$ cat config.mk
export PLATFORM = sky130hd
export DESIGN_NAME = instr_sequencer
export DESIGN_NICKNAME = d
export VERILOG_FILES = /design/src/rtl/instr_sequencer.sv
export SDC_FILE = /design/constraint.sdc
export NUM_CORES = 1
export LEC_CHECK = 0
export ABC_CLOCK_PERIOD_IN_PS = 2200
export BUFFER_PORTS_ARGS = -buffer_cell sky130_fd_sc_hd__buf_2
export CORE_MARGIN = 3
export CORE_UTILIZATION = 50
export DETAILED_ROUTE_END_ITERATION = 10
export PLACE_DENSITY = 0.72
export SYNTH_ARGS = -nofsm -noshare
export SYNTH_HDL_FRONTEND = slang
export SYNTH_SLANG_ARGS = --single-unit
$ cat constraint.sdc
create_clock -name clk -period 2.2 [get_ports clk]
set_input_delay 0.66 -clock clk [delete_from_list [all_inputs] [get_ports clk]]
set_output_delay 0.66 -clock clk [all_outputs]
set_load 0.01 [all_outputs]
$ cat src/rtl/instr_sequencer.sv
// Instruction fetch/issue engine: reads 8-bit instructions from a synchronous ROM,
// issues opcode/rd/rs one at a time and stalls on product/div until alu_done or timeout.
module instr_sequencer #(
  parameter int unsigned ADDR_W     = 8,
  parameter int unsigned START_ADDR = 0,
  parameter int unsigned MD_TIMEOUT = 16
) (
  input  logic              clk,
  input  logic              rst,
  input  logic              start,
  output logic [ADDR_W-1:0] imem_addr,
  input  logic [7:0]        imem_data,
  output logic [2:0]        opcode,
  output logic [1:0]        rd,
  output logic [1:0]        rs,
  output logic              issue_valid,
  input  logic              alu_done,
  output logic              busy,
  output logic              halted,
  output logic              md_timeout,
  output logic [7:0]        instr_count
);

  localparam int unsigned CNT_W    = $clog2(MD_TIMEOUT + 1);
  localparam int unsigned ICOUNT_W = 8;

  localparam logic [2:0] OP_PRODUCT = 3'b101;
  localparam logic [2:0] OP_DIV     = 3'b110;

  typedef enum logic [2:0] {
    S_IDLE  = 3'd0,
    S_FETCH = 3'd1,
    S_LATCH = 3'd2,
    S_ISSUE = 3'd3,
    S_WAIT  = 3'd4,
    S_HALT  = 3'd5
  } state_e;

  state_e               state_q, state_d;
  logic [ADDR_W-1:0]    pc_q, pc_d;
  logic [2:0]           opcode_q, opcode_d;
  logic [1:0]           rd_q, rd_d;
  logic [1:0]           rs_q, rs_d;
  logic                 last_q, last_d;
  logic                 issue_valid_q, issue_valid_d;
  logic                 busy_q, busy_d;
  logic                 halted_q, halted_d;
  logic                 md_timeout_q, md_timeout_d;
  logic [ICOUNT_W-1:0]  instr_count_q, instr_count_d;
  logic [CNT_W-1:0]     wait_cnt_q, wait_cnt_d;

  logic                 is_multi;
  logic                 wait_expired;
  logic                 wait_exit;
  logic                 start_ok;

  assign is_multi     = (opcode_q == OP_PRODUCT) || (opcode_q == OP_DIV);
  // Expires on the MD_TIMEOUT-th WAIT cycle; the counter holds cycles already spent.
  assign wait_expired = (wait_cnt_q == CNT_W'(MD_TIMEOUT - 1));
  assign wait_exit    = alu_done || wait_expired;
  assign start_ok     = start && ((state_q == S_IDLE) || (state_q == S_HALT));

  // State register
  always_ff @(posedge clk) begin
    if (rst) begin
      state_q <= S_IDLE;
    end else begin
      state_q <= state_d;
    end
  end

  // Next-state logic
  always_comb begin
    state_d = state_q;
    case (state_q)
      S_IDLE:  if (start) state_d = S_FETCH;
      S_FETCH: state_d = S_LATCH;
      S_LATCH: state_d = S_ISSUE;
      S_ISSUE: begin
        if (is_multi)    state_d = S_WAIT;
        else if (last_q) state_d = S_HALT;
        else             state_d = S_FETCH;
      end
      S_WAIT:  if (wait_exit) state_d = last_q ? S_HALT : S_FETCH;
      S_HALT:  if (start) state_d = S_FETCH;
      default: state_d = S_IDLE;
    endcase
  end

  // Datapath and registered-output next values
  always_comb begin
    pc_d          = pc_q;
    opcode_d      = opcode_q;
    rd_d          = rd_q;
    rs_d          = rs_q;
    last_d        = last_q;
    md_timeout_d  = md_timeout_q;
    instr_count_d = instr_count_q;
    wait_cnt_d    = wait_cnt_q;

    if (start_ok) begin
      pc_d          = ADDR_W'(START_ADDR);
      instr_count_d = '0;
      md_timeout_d  = 1'b0;
    end

    if (state_q == S_LATCH) begin
      opcode_d = imem_data[7:5];
      rd_d     = imem_data[4:3];
      rs_d     = imem_data[2:1];
      last_d   = imem_data[0];
    end

    if (state_q == S_ISSUE) begin
      pc_d       = pc_q + ADDR_W'(1);
      wait_cnt_d = '0;
      if (instr_count_q != {ICOUNT_W{1'b1}}) begin
        instr_count_d = instr_count_q + ICOUNT_W'(1);
      end
    end

    if (state_q == S_WAIT) begin
      // A completion in the expiring cycle takes priority over the timeout flag.
      if (wait_exit) begin
        wait_cnt_d = '0;
        if (!alu_done) md_timeout_d = 1'b1;
      end else begin
        wait_cnt_d = wait_cnt_q + CNT_W'(1);
      end
    end

    issue_valid_d = (state_d == S_ISSUE);
    halted_d      = (state_d == S_HALT);
    busy_d        = (state_d == S_FETCH) || (state_d == S_LATCH) ||
                    (state_d == S_ISSUE) || (state_d == S_WAIT);
  end

  // Datapath registers
  always_ff @(posedge clk) begin
    if (rst) begin
      pc_q          <= ADDR_W'(START_ADDR);
      opcode_q      <= 3'b000;
      rd_q          <= 2'b00;
      rs_q          <= 2'b00;
      last_q        <= 1'b0;
      issue_valid_q <= 1'b0;
      busy_q        <= 1'b0;
      halted_q      <= 1'b0;
      md_timeout_q  <= 1'b0;
      instr_count_q <= '0;
      wait_cnt_q    <= '0;
    end else begin
      pc_q          <= pc_d;
      opcode_q      <= opcode_d;
      rd_q          <= rd_d;
      rs_q          <= rs_d;
      last_q        <= last_d;
      issue_valid_q <= issue_valid_d;
      busy_q        <= busy_d;
      halted_q      <= halted_d;
      md_timeout_q  <= md_timeout_d;
      instr_count_q <= instr_count_d;
      wait_cnt_q    <= wait_cnt_d;
    end
  end

  assign imem_addr   = pc_q;
  assign opcode      = opcode_q;
  assign rd          = rd_q;
  assign rs          = rs_q;
  assign issue_valid = issue_valid_q;
  assign busy        = busy_q;
  assign halted      = halted_q;
  assign md_timeout  = md_timeout_q;
  assign instr_count = instr_count_q;

endmodule

After elaboration in Yosys (flattened, before gate mapping)
Index checks and enable logic that the tools add are counted.
{"block": "op_classes", "add_sub_neg": 3, "eq_ne": 14, "muxes": 17, "n_reduce_logical": 11}
{"op": "8-bit 2-to-1 mux", "n": 5}
{"op": "3-bit == test (second input constant)", "n": 6}
{"op": "8-bit by 1-bit adder with 8-bit output (second input constant)", "n": 2}
{"op": "5-bit 2-to-1 mux", "n": 3}
{"op": "3-bit one-hot mux with 5 select lines", "n": 1}
{"op": "3-bit by 2-bit == test with 1-bit output (second input constant)", "n": 4}
{"op": "3-bit 2-to-1 mux", "n": 4}
{"op": "8-bit inequality test (second input constant)", "n": 1}
{"op": "3-bit by 1-bit == test with 1-bit output (second input constant)", "n": 2}
{"op": "1-bit logical OR", "n": 6}
{"op": "5-bit by 1-bit adder with 5-bit output (second input constant)", "n": 1}
{"op": "5-bit by 4-bit == test with 1-bit output (second input constant)", "n": 1}
{"op": "1-bit 2-to-1 mux", "n": 4}
{"op": "2-bit nonzero test", "n": 2}
{"op": "3-bit zero test", "n": 1}
{"op": "2-bit OR reduction", "n": 1}
{"op": "1-bit logical AND", "n": 1}
{"block": "word_totals", "regBits": 36, "in_bits": 12, "wordCells": 57}

Longest topological paths before layout
Gate-level depths: netlist (run 1).
{"block": "depth", "depth_word": 8, "depth_mapped": 7, "ltp_nobuf": 7}

Least setup slack after synthesis (run 1)
OpenSTA, ideal clock, no wires.
{"block": "synth_path", "kind": "reg2reg", "from": "reg wait_cnt_q[0]", "to": "reg wait_cnt_q[3]", "arrival_ns": 1.634, "t_required_ns": 2.105, "setup_slack_ns": 0.471, "stages_incl_launch_ff": 7, "n_path_buf": 0, "period_less_slack_ns": 1.729, "path_cell_list": "dfxtp_1 > ha_1 > and3_1 > ha_1 > nor4_4 > nand4_1 > a221oi_1"}
{"block": "synth_via", "elab_chain_len": 4, "elab_cells_between_ends": 5, "classes_between": "add/sub (1); eq/ne (1); mux (2); reduce/logical (1)"}
{"item": "start: declaration", "line": "50", "rtl": "logic [CNT_W-1:0] wait_cnt_q, wait_cnt_d;"}
{"item": "start signal: assignment", "line": "163", "rtl": "wait_cnt_q <= wait_cnt_d;"}
{"item": "branches (longest 2 deep; another with 5-bit by 1-bit adder with 5-bit output)"}
{"item": "5-bit 2-to-1 mux (*)", "line": "124", "rtl": "if (wait_exit) begin"}
{"item": "5-bit 2-to-1 mux (*)", "line": "122", "rtl": "if (state_q == S_WAIT) begin"}
Every way passes the cells marked *.
A chain may end at the register's enable or synchronous reset.

Worst setup path in the final report (run 1)
Same ends and word-level chain as after synthesis.

==> run metrics, run 1 <==
status completed; RSZ-0062 raised after global routing false; Place WS 0.308 ns; ys async rst share 0%; DRC viols 0; FF-to-FF path depth 6; Filler cells about 280; die width 64.6 um; row count 20; Leakage 0.846 nW; Reg-to-Reg End wait_cnt_q[3]$_SDFFE_PP0P_; Setup CP Type register to register; final core utilization 63.8%; num ports 39; PnR worst setup slack 0.270 ns; DR vias/cell 5.51; combinational fraction of design power 13.7%; Worst-Skew Late Latency between 0.3 and 0.4 ns; Port Buffers 38; vias roughly 1500; initial antenna violation count 0; Die Y 64.6 um; Clock power frac around 30%; Cell Pwr Density 623 mW/mm^2; Layout Skew 0.00677 ns; first-pass GRT wire length 6620 um; CP required about 2.4 ns; Total GRT Usage 20.0%; YS warnings 0; antenna-violating nets left 0; overall die area 0.00417 mm^2; Worst Setup EP wait_cnt_q[3]$_SDFFE_PP0P_; final wirelength 3720 um; Root Driver clkbuf_4; post-route setup TNS 0 ns; CORE AREA 0.00315 mm^2; Crit Path Max Fanout 6; Post-CTS Setup Bufs 0; final net count 250; TritonCTS buffer count 5; First-pass DRT Iterations 4; mapped cell area 0.00171 mm^2; hold slack ~0.50 ns; Critical R2R Launch wait_cnt_q[0]$_SDFFE_PP0P_; Area growth syn-to-layout 17.3%; Post-Syn Nets 210; sinks on the clock net 36; Unique masters post-synth between 40 and 50; layout cell share with drive strength beyond 1 22.6%; gpl congestion 0.806; fin crit share 87.7%; min cycle time layout 1.93 ns; Post-Syn Area per Cell 8.84 um^2; number of synthesized flops with an enable pin 0; Synth Flop Type dfxtp_1; CTS Hold Bufs 0; Rel. slew slack between 70% and 80%; pin slew with the least headroom to its limit 0.439 ns; Max VDD drop 0.000377 V; Clk pin slew, worst setup/hold paths 0.10 ns; placed cell area just under 0.002 mm^2; PostCTS Resize Cnt 0; Fmax 518 MHz; crit path DAT 2.17 ns; Max Cap Viol 0; post-synthesis sequential area ratio 42.0%; pin count of the biggest net entering global routing 21; Max clock buf depth 2; CP startpoint kind register; H-Tree Depth 2; detailed placer's ending HPWL between 2000 and 3000 um; Final Hold Fails 0; TritonCTS clock tree built; post-synthesis register bit count 36; Tightest Hold Check Type register to register; FF-to-FF setup slack 0.27 ns; Final setup viols 0; ant diodes 0; Sw Share 26.1%; P_int about 0.9 mW; number of global-route vias before repair 1498; Max Transition Viols Final 0; initial core utilization between 50% and 60%; total gr overflow 0; Psw 0.327 mW; Reg power frac 55.4%; Iteration-0 DRC Markers 138; DR WL/cell 13.4 um; worst setup path start wait_cnt_q[0]$_SDFFE_PP0P_; post-layout instance area 0.00201 mm^2; CP Capture Type register; Post-Synthesis Cells 194
==> registers in the layout, summed over array words and instances, names as in the netlist, 2 cells and up <==
name and flops:
state_q 3, opcode 3, rs 2, instr_count 8, wait_cnt_q 5, imem_addr 8, rd 2
==> metal layers <==
| layer | track usage, % | part of all wire (%) | up-vias |
|---|---|---|---|
| li1 | - | - | 775 |
| met1 | 22.9 | 43 | 714 |
| met2 | 35.8 | 50 | 36 |
| met3 | 3.81 | 5.1 | 6 |
| met4 | 8.97 | 1.3 | 0 |
| met5 | 0 | 0 | - |
==> worst min path at each step <==
stage | cells after the start | start | endpoint
2_1_floorplan | 2 | last_q$_SDFFE_PP0P_ | last_q$_SDFFE_PP0P_
3_5_place_dp | 2 | rs[0]$_SDFFE_PP0P_ | rs[0]$_SDFFE_PP0P_
6_report | 2 | rs[0]$_SDFFE_PP0P_ | rs[0]$_SDFFE_PP0P_
4_1_cts | 2 | rs[0]$_SDFFE_PP0P_ | rs[0]$_SDFFE_PP0P_
5_1_grt | 2 | wait_cnt_q[3]$_SDFFE_PP0P_ | wait_cnt_q[3]$_SDFFE_PP0P_
3_3_place_gp | 2 | rd[1]$_SDFFE_PP0P_ | rd[1]$_SDFFE_PP0P_
==> worst max-delay path, stage by stage, from the launching register on <==
cell	delay, ns
dfxtp_1	0.36
ha_1	0.24
and3_1	0.19
ha_1	0.24
nor4_4	0.37
nand4_1	0.15
a221oi_1	0.29
==> placed cells by master (no fill, tap or decap), types with 5 or more instances in the layout <==
cell      synthesis  final
nand3_1           7      7
dfxtp_1          36     36
clkbuf_4          0      5
inv_1             5      5
xnor2_1           6      6
nor3_1            7      7
a21oi_1           9      9
nor2_1           30     30
buf_2             5     38
nand2_1          12     12
mux2i_1           9      9
o21ai_0           7      7
==> cell type report <==
type | instances | area (um^2) | share of cell area, %
sequential | 36 | 721 | 35.8
inverter | 5 | 18.8 | 0.933
clock buffer | 7 | 65.1 | 3.24
tap | 44 | 55.1 | 2.74
timing repair buffer | 42 | 220 | 11.0
multi-input combinational | 144 | 931 | 46.3
==> stage by stage <==
step / std cells / total power, mW
5_1_grt: 278 / 1.32
2_1_floorplan: 194 / 0.825
6_report: 278 / 1.25
3_3_place_gp: 271 / 0.874
3_5_place_dp: 271 / 0.882
4_1_cts: 278 / 1.26
==> cells in the mapped netlist (all sizes together) (2+ instances only) <==
cell    number  share of area (%)
a211o        3                1.5
a21oi        9                2.6
a22oi        4                1.8
and3         3                1.1
buf          6                1.9
clkbuf       3               0.66
dfxtp       36                 42
ha           4                2.9
inv          5                1.1
mux2i        9                5.3
nand2       12                2.6
nand2b       3                1.1
nand3        8                2.6
nand3b       3                1.3
nand4        2               0.73
nor2        30                6.6
nor2b        2               0.73
nor3         7                2.0
nor3b        4                1.8
nor4         2                1.6
o21ai        7                2.0
o21bai       4                1.8
o32ai        2                1.0
xnor2        6                3.1
xor2         3                1.5
==> kinds of logic after synthesis <==
group                    after synthesis  share of synthesized area [%]
AO/OA/AOI/OAI                         40                           16.4
XOR/XNOR                               9                           4.60
adder cells (fa/ha/maj)                4                           2.92
buffers and inverters                 14                           3.65
flip-flops                            36                           42.0
multiplexers                          10                           5.91
AND/OR/NAND/NOR                       81                           24.5
==> power groups by stage <==
stage	logic [mW]	registers (mW)	clock network (mW)
floorplan	0.117	0.708	0
global placement	0.167	0.708	0
detailed placement	0.172	0.709	0
CTS	0.173	0.694	0.396
global route	0.193	0.699	0.424
finish	0.172	0.694	0.387
Note: power is estimated with default switching activity, not from simulation.
==> run 2: changes to the inputs <==
--- a/config.mk
+++ b/config.mk
@@ -7,7 +7,7 @@
 export LEC_CHECK = 0
 export ABC_CLOCK_PERIOD_IN_PS = 2200
 export BUFFER_PORTS_ARGS = -buffer_cell sky130_fd_sc_hd__buf_2
-export CORE_MARGIN = 3
+export CORE_MARGIN = 2
 export CORE_UTILIZATION = 50
 export DETAILED_ROUTE_END_ITERATION = 10
 export PLACE_DENSITY = 0.72
==> run 2 against run 1 <==
- highest routed layer unchanged
- critical endpoint unchanged
- first-iteration DRC count down 50%
- sequential power about the same
- power increased by 10%
- register-to-register slack gained 0.06 ns
- maximum frequency up 3.4%
- largest power group unchanged
- setup slack improved by 0.063 ns
==> run metrics, run 2 (synthesis results as in run 1) <==
post-layout instance area 0.00205 mm^2 (+2.0%); commonest non-fill, non-tap cell in the layout buf_2; status completed; initial core utilization 51.8% (-2.6 points); CP Capture Type register; worst setup path start wait_cnt_q[0]$_SDFFE_PP0P_; crit path DAT 2.11 ns (-0.06 ns); CORE AREA 0.00331 mm^2 (+5.0%); pin count of the biggest net entering global routing 18 (-14%); detailed placer's ending HPWL 2430 um (-14%); Rel. slew slack 71.9% (+1.2 points); die width 62.6 um (-3.1%); Layout Skew 0.00936 ns (+0.00260 ns); First-pass DRT Iterations 4 (unchanged); ant diodes 0 (unchanged); CTS Hold Bufs 0 (unchanged); DR WL/cell 11.9 um (-11%); Final Hold Fails 0 (unchanged); Die Y 62.6 um (-3.1%); DR vias/cell 5.27 (-4.3%); Max VDD drop 0.000490 V (+30%); most frequent cells in the layout buf_2, dfxtp_1, nor2_1, nand2_1; FF-to-FF setup slack 0.33 ns (+0.06 ns); Clk pin slew, worst setup/hold paths 0.10 ns (about the same); TritonCTS buffer count 5 (unchanged); Final setup viols 0 (unchanged); Area growth syn-to-layout 19.6%; RSZ-0062 raised after global routing false; Post-CTS Setup Bufs 0 (unchanged); DRC viols 0 (unchanged); CP required 2.45 ns (about the same); final core utilization 61.9% (-1.8 points); Hold Startpoint wait_cnt_q[3]$_SDFFE_PP0P_; post-route setup TNS 0 ns (unchanged); sinks on the clock net 36 (unchanged); min cycle time layout 1.87 ns (-0.0631 ns); first-pass GRT wire length 5870 um (-11%); Leakage 0.865 nW (+2.3%); final wirelength 3340 um (-10%); row count 21 (+5.0%); gpl congestion 0.768 (-4.6%); Tightest Hold Check Type register to register; WHS Endpoint wait_cnt_q[3]$_SDFFE_PP0P_; Design Power 1.38 mW (+10%); initial antenna violation count 0 (unchanged); PostCTS Resize Cnt 0 (unchanged); Max clock buf depth 2 (unchanged); Max Cap Viol 0 (unchanged); Critical R2R Launch wait_cnt_q[0]$_SDFFE_PP0P_; antenna-violating nets left 0 (unchanged); Iteration-0 DRC Markers 69 (-50%); Fmax 536 MHz (+3.4%); TritonCTS clock tree built; Cell Pwr Density 675 mW/mm^2 (+8.3%); Root Driver clkbuf_4; Port Buffers 38 (unchanged); total gr overflow 0 (unchanged); number of global-route vias before repair 1356 (-9.5%); overall die area 0.00391 mm^2 (-6.1%); placed cell area 0.00196 mm^2 (+0.51%); Max Transition Viols Final 0 (unchanged); final net count 251 (+0.40%); pin slew with the least headroom to its limit 0.421 ns (-0.0181 ns); layout cell share with drive strength beyond 1 23.3% (+0.66 points); Reg-to-Reg End wait_cnt_q[3]$_SDFFE_PP0P_; H-Tree Depth 2 (unchanged); sequential cell area 721 um^2 (unchanged); vias 1487 (-2.9%); multi-input logic area 931 um^2 (unchanged); Setup CP Type register to register; Crit Path Max Fanout 6 (unchanged); Min-Delay Path Depth 2 (unchanged); Worst-Skew Late Latency 0.34 ns (about the same); num ports 39 (unchanged); CP startpoint kind register; fin crit share 84.8% (-2.9 points); FF-to-FF path depth 6 (unchanged); Filler cells 314 (+11%); Total GRT Usage 18.2% (-1.8 points)
==> run 2: final cells by class <==
| cell class | count | area share [%] |
|---|---|---|
| repair buffers | 43 | 11.1 |
| clock buffers | 7 | 3.17 |
| flip-flops and latches | 36 | 35.1 |
| well taps | 46 | 2.81 |
| clock inverters | 1 | 1.46 |
| inverters | 5 | 0.915 |
| multi-input cells | 144 | 45.4 |
==> run 2: worst max path at each step <==
| stage | to |
|---|---|
| 2_1_floorplan | wait_cnt_q[3]$_SDFFE_PP0P_ |
| 3_3_place_gp | wait_cnt_q[3]$_SDFFE_PP0P_ |
| 3_5_place_dp | wait_cnt_q[3]$_SDFFE_PP0P_ |
| 4_1_cts | wait_cnt_q[3]$_SDFFE_PP0P_ |
| 5_1_grt | wait_cnt_q[3]$_SDFFE_PP0P_ |
| 6_report | wait_cnt_q[3]$_SDFFE_PP0P_ |
==> run 2: worst max-delay path, cell delays in order (launching register included) <==
cell      delay (ns)
dfxtp_1         0.35
ha_1            0.23
and3_1          0.18
ha_1            0.23
nor4_4          0.37
nand4_1         0.14
a221oi_1        0.28
==> run 2: per-layer routing <==
layer  share of wire, %  track usage [%]  vias to the layer above
met5                  0                0                        -
met1                 49             23.8                      686
met4                1.1             5.56                        0
li1                   -                -                      775
met2                 46             29.2                       21
met3                3.6             5.05                        5
==> run 2: report_power, final <==
group	total, mW	internal, mW	leakage (nW)	switching, mW
clock network	0.518	0.302	0.0515	0.216
logic	0.175	0.0745	0.522	0.101
registers	0.691	0.674	0.291	0.0172
total	1.38	1.05	0.865	0.334
==> run 2: stage by stage <==
step / setup slack [ns] / hold slack (ns) / cells
after detailed placement: 0.334 / 0.480 / 274
after global placement: 0.351 / 0.470 / 274
after CTS: 0.304 / 0.500 / 282
after floorplan: 0.471 / 0.453 / 194
after global routing: 0.154 / 0.545 / 282
final: 0.334 / 0.494 / 282
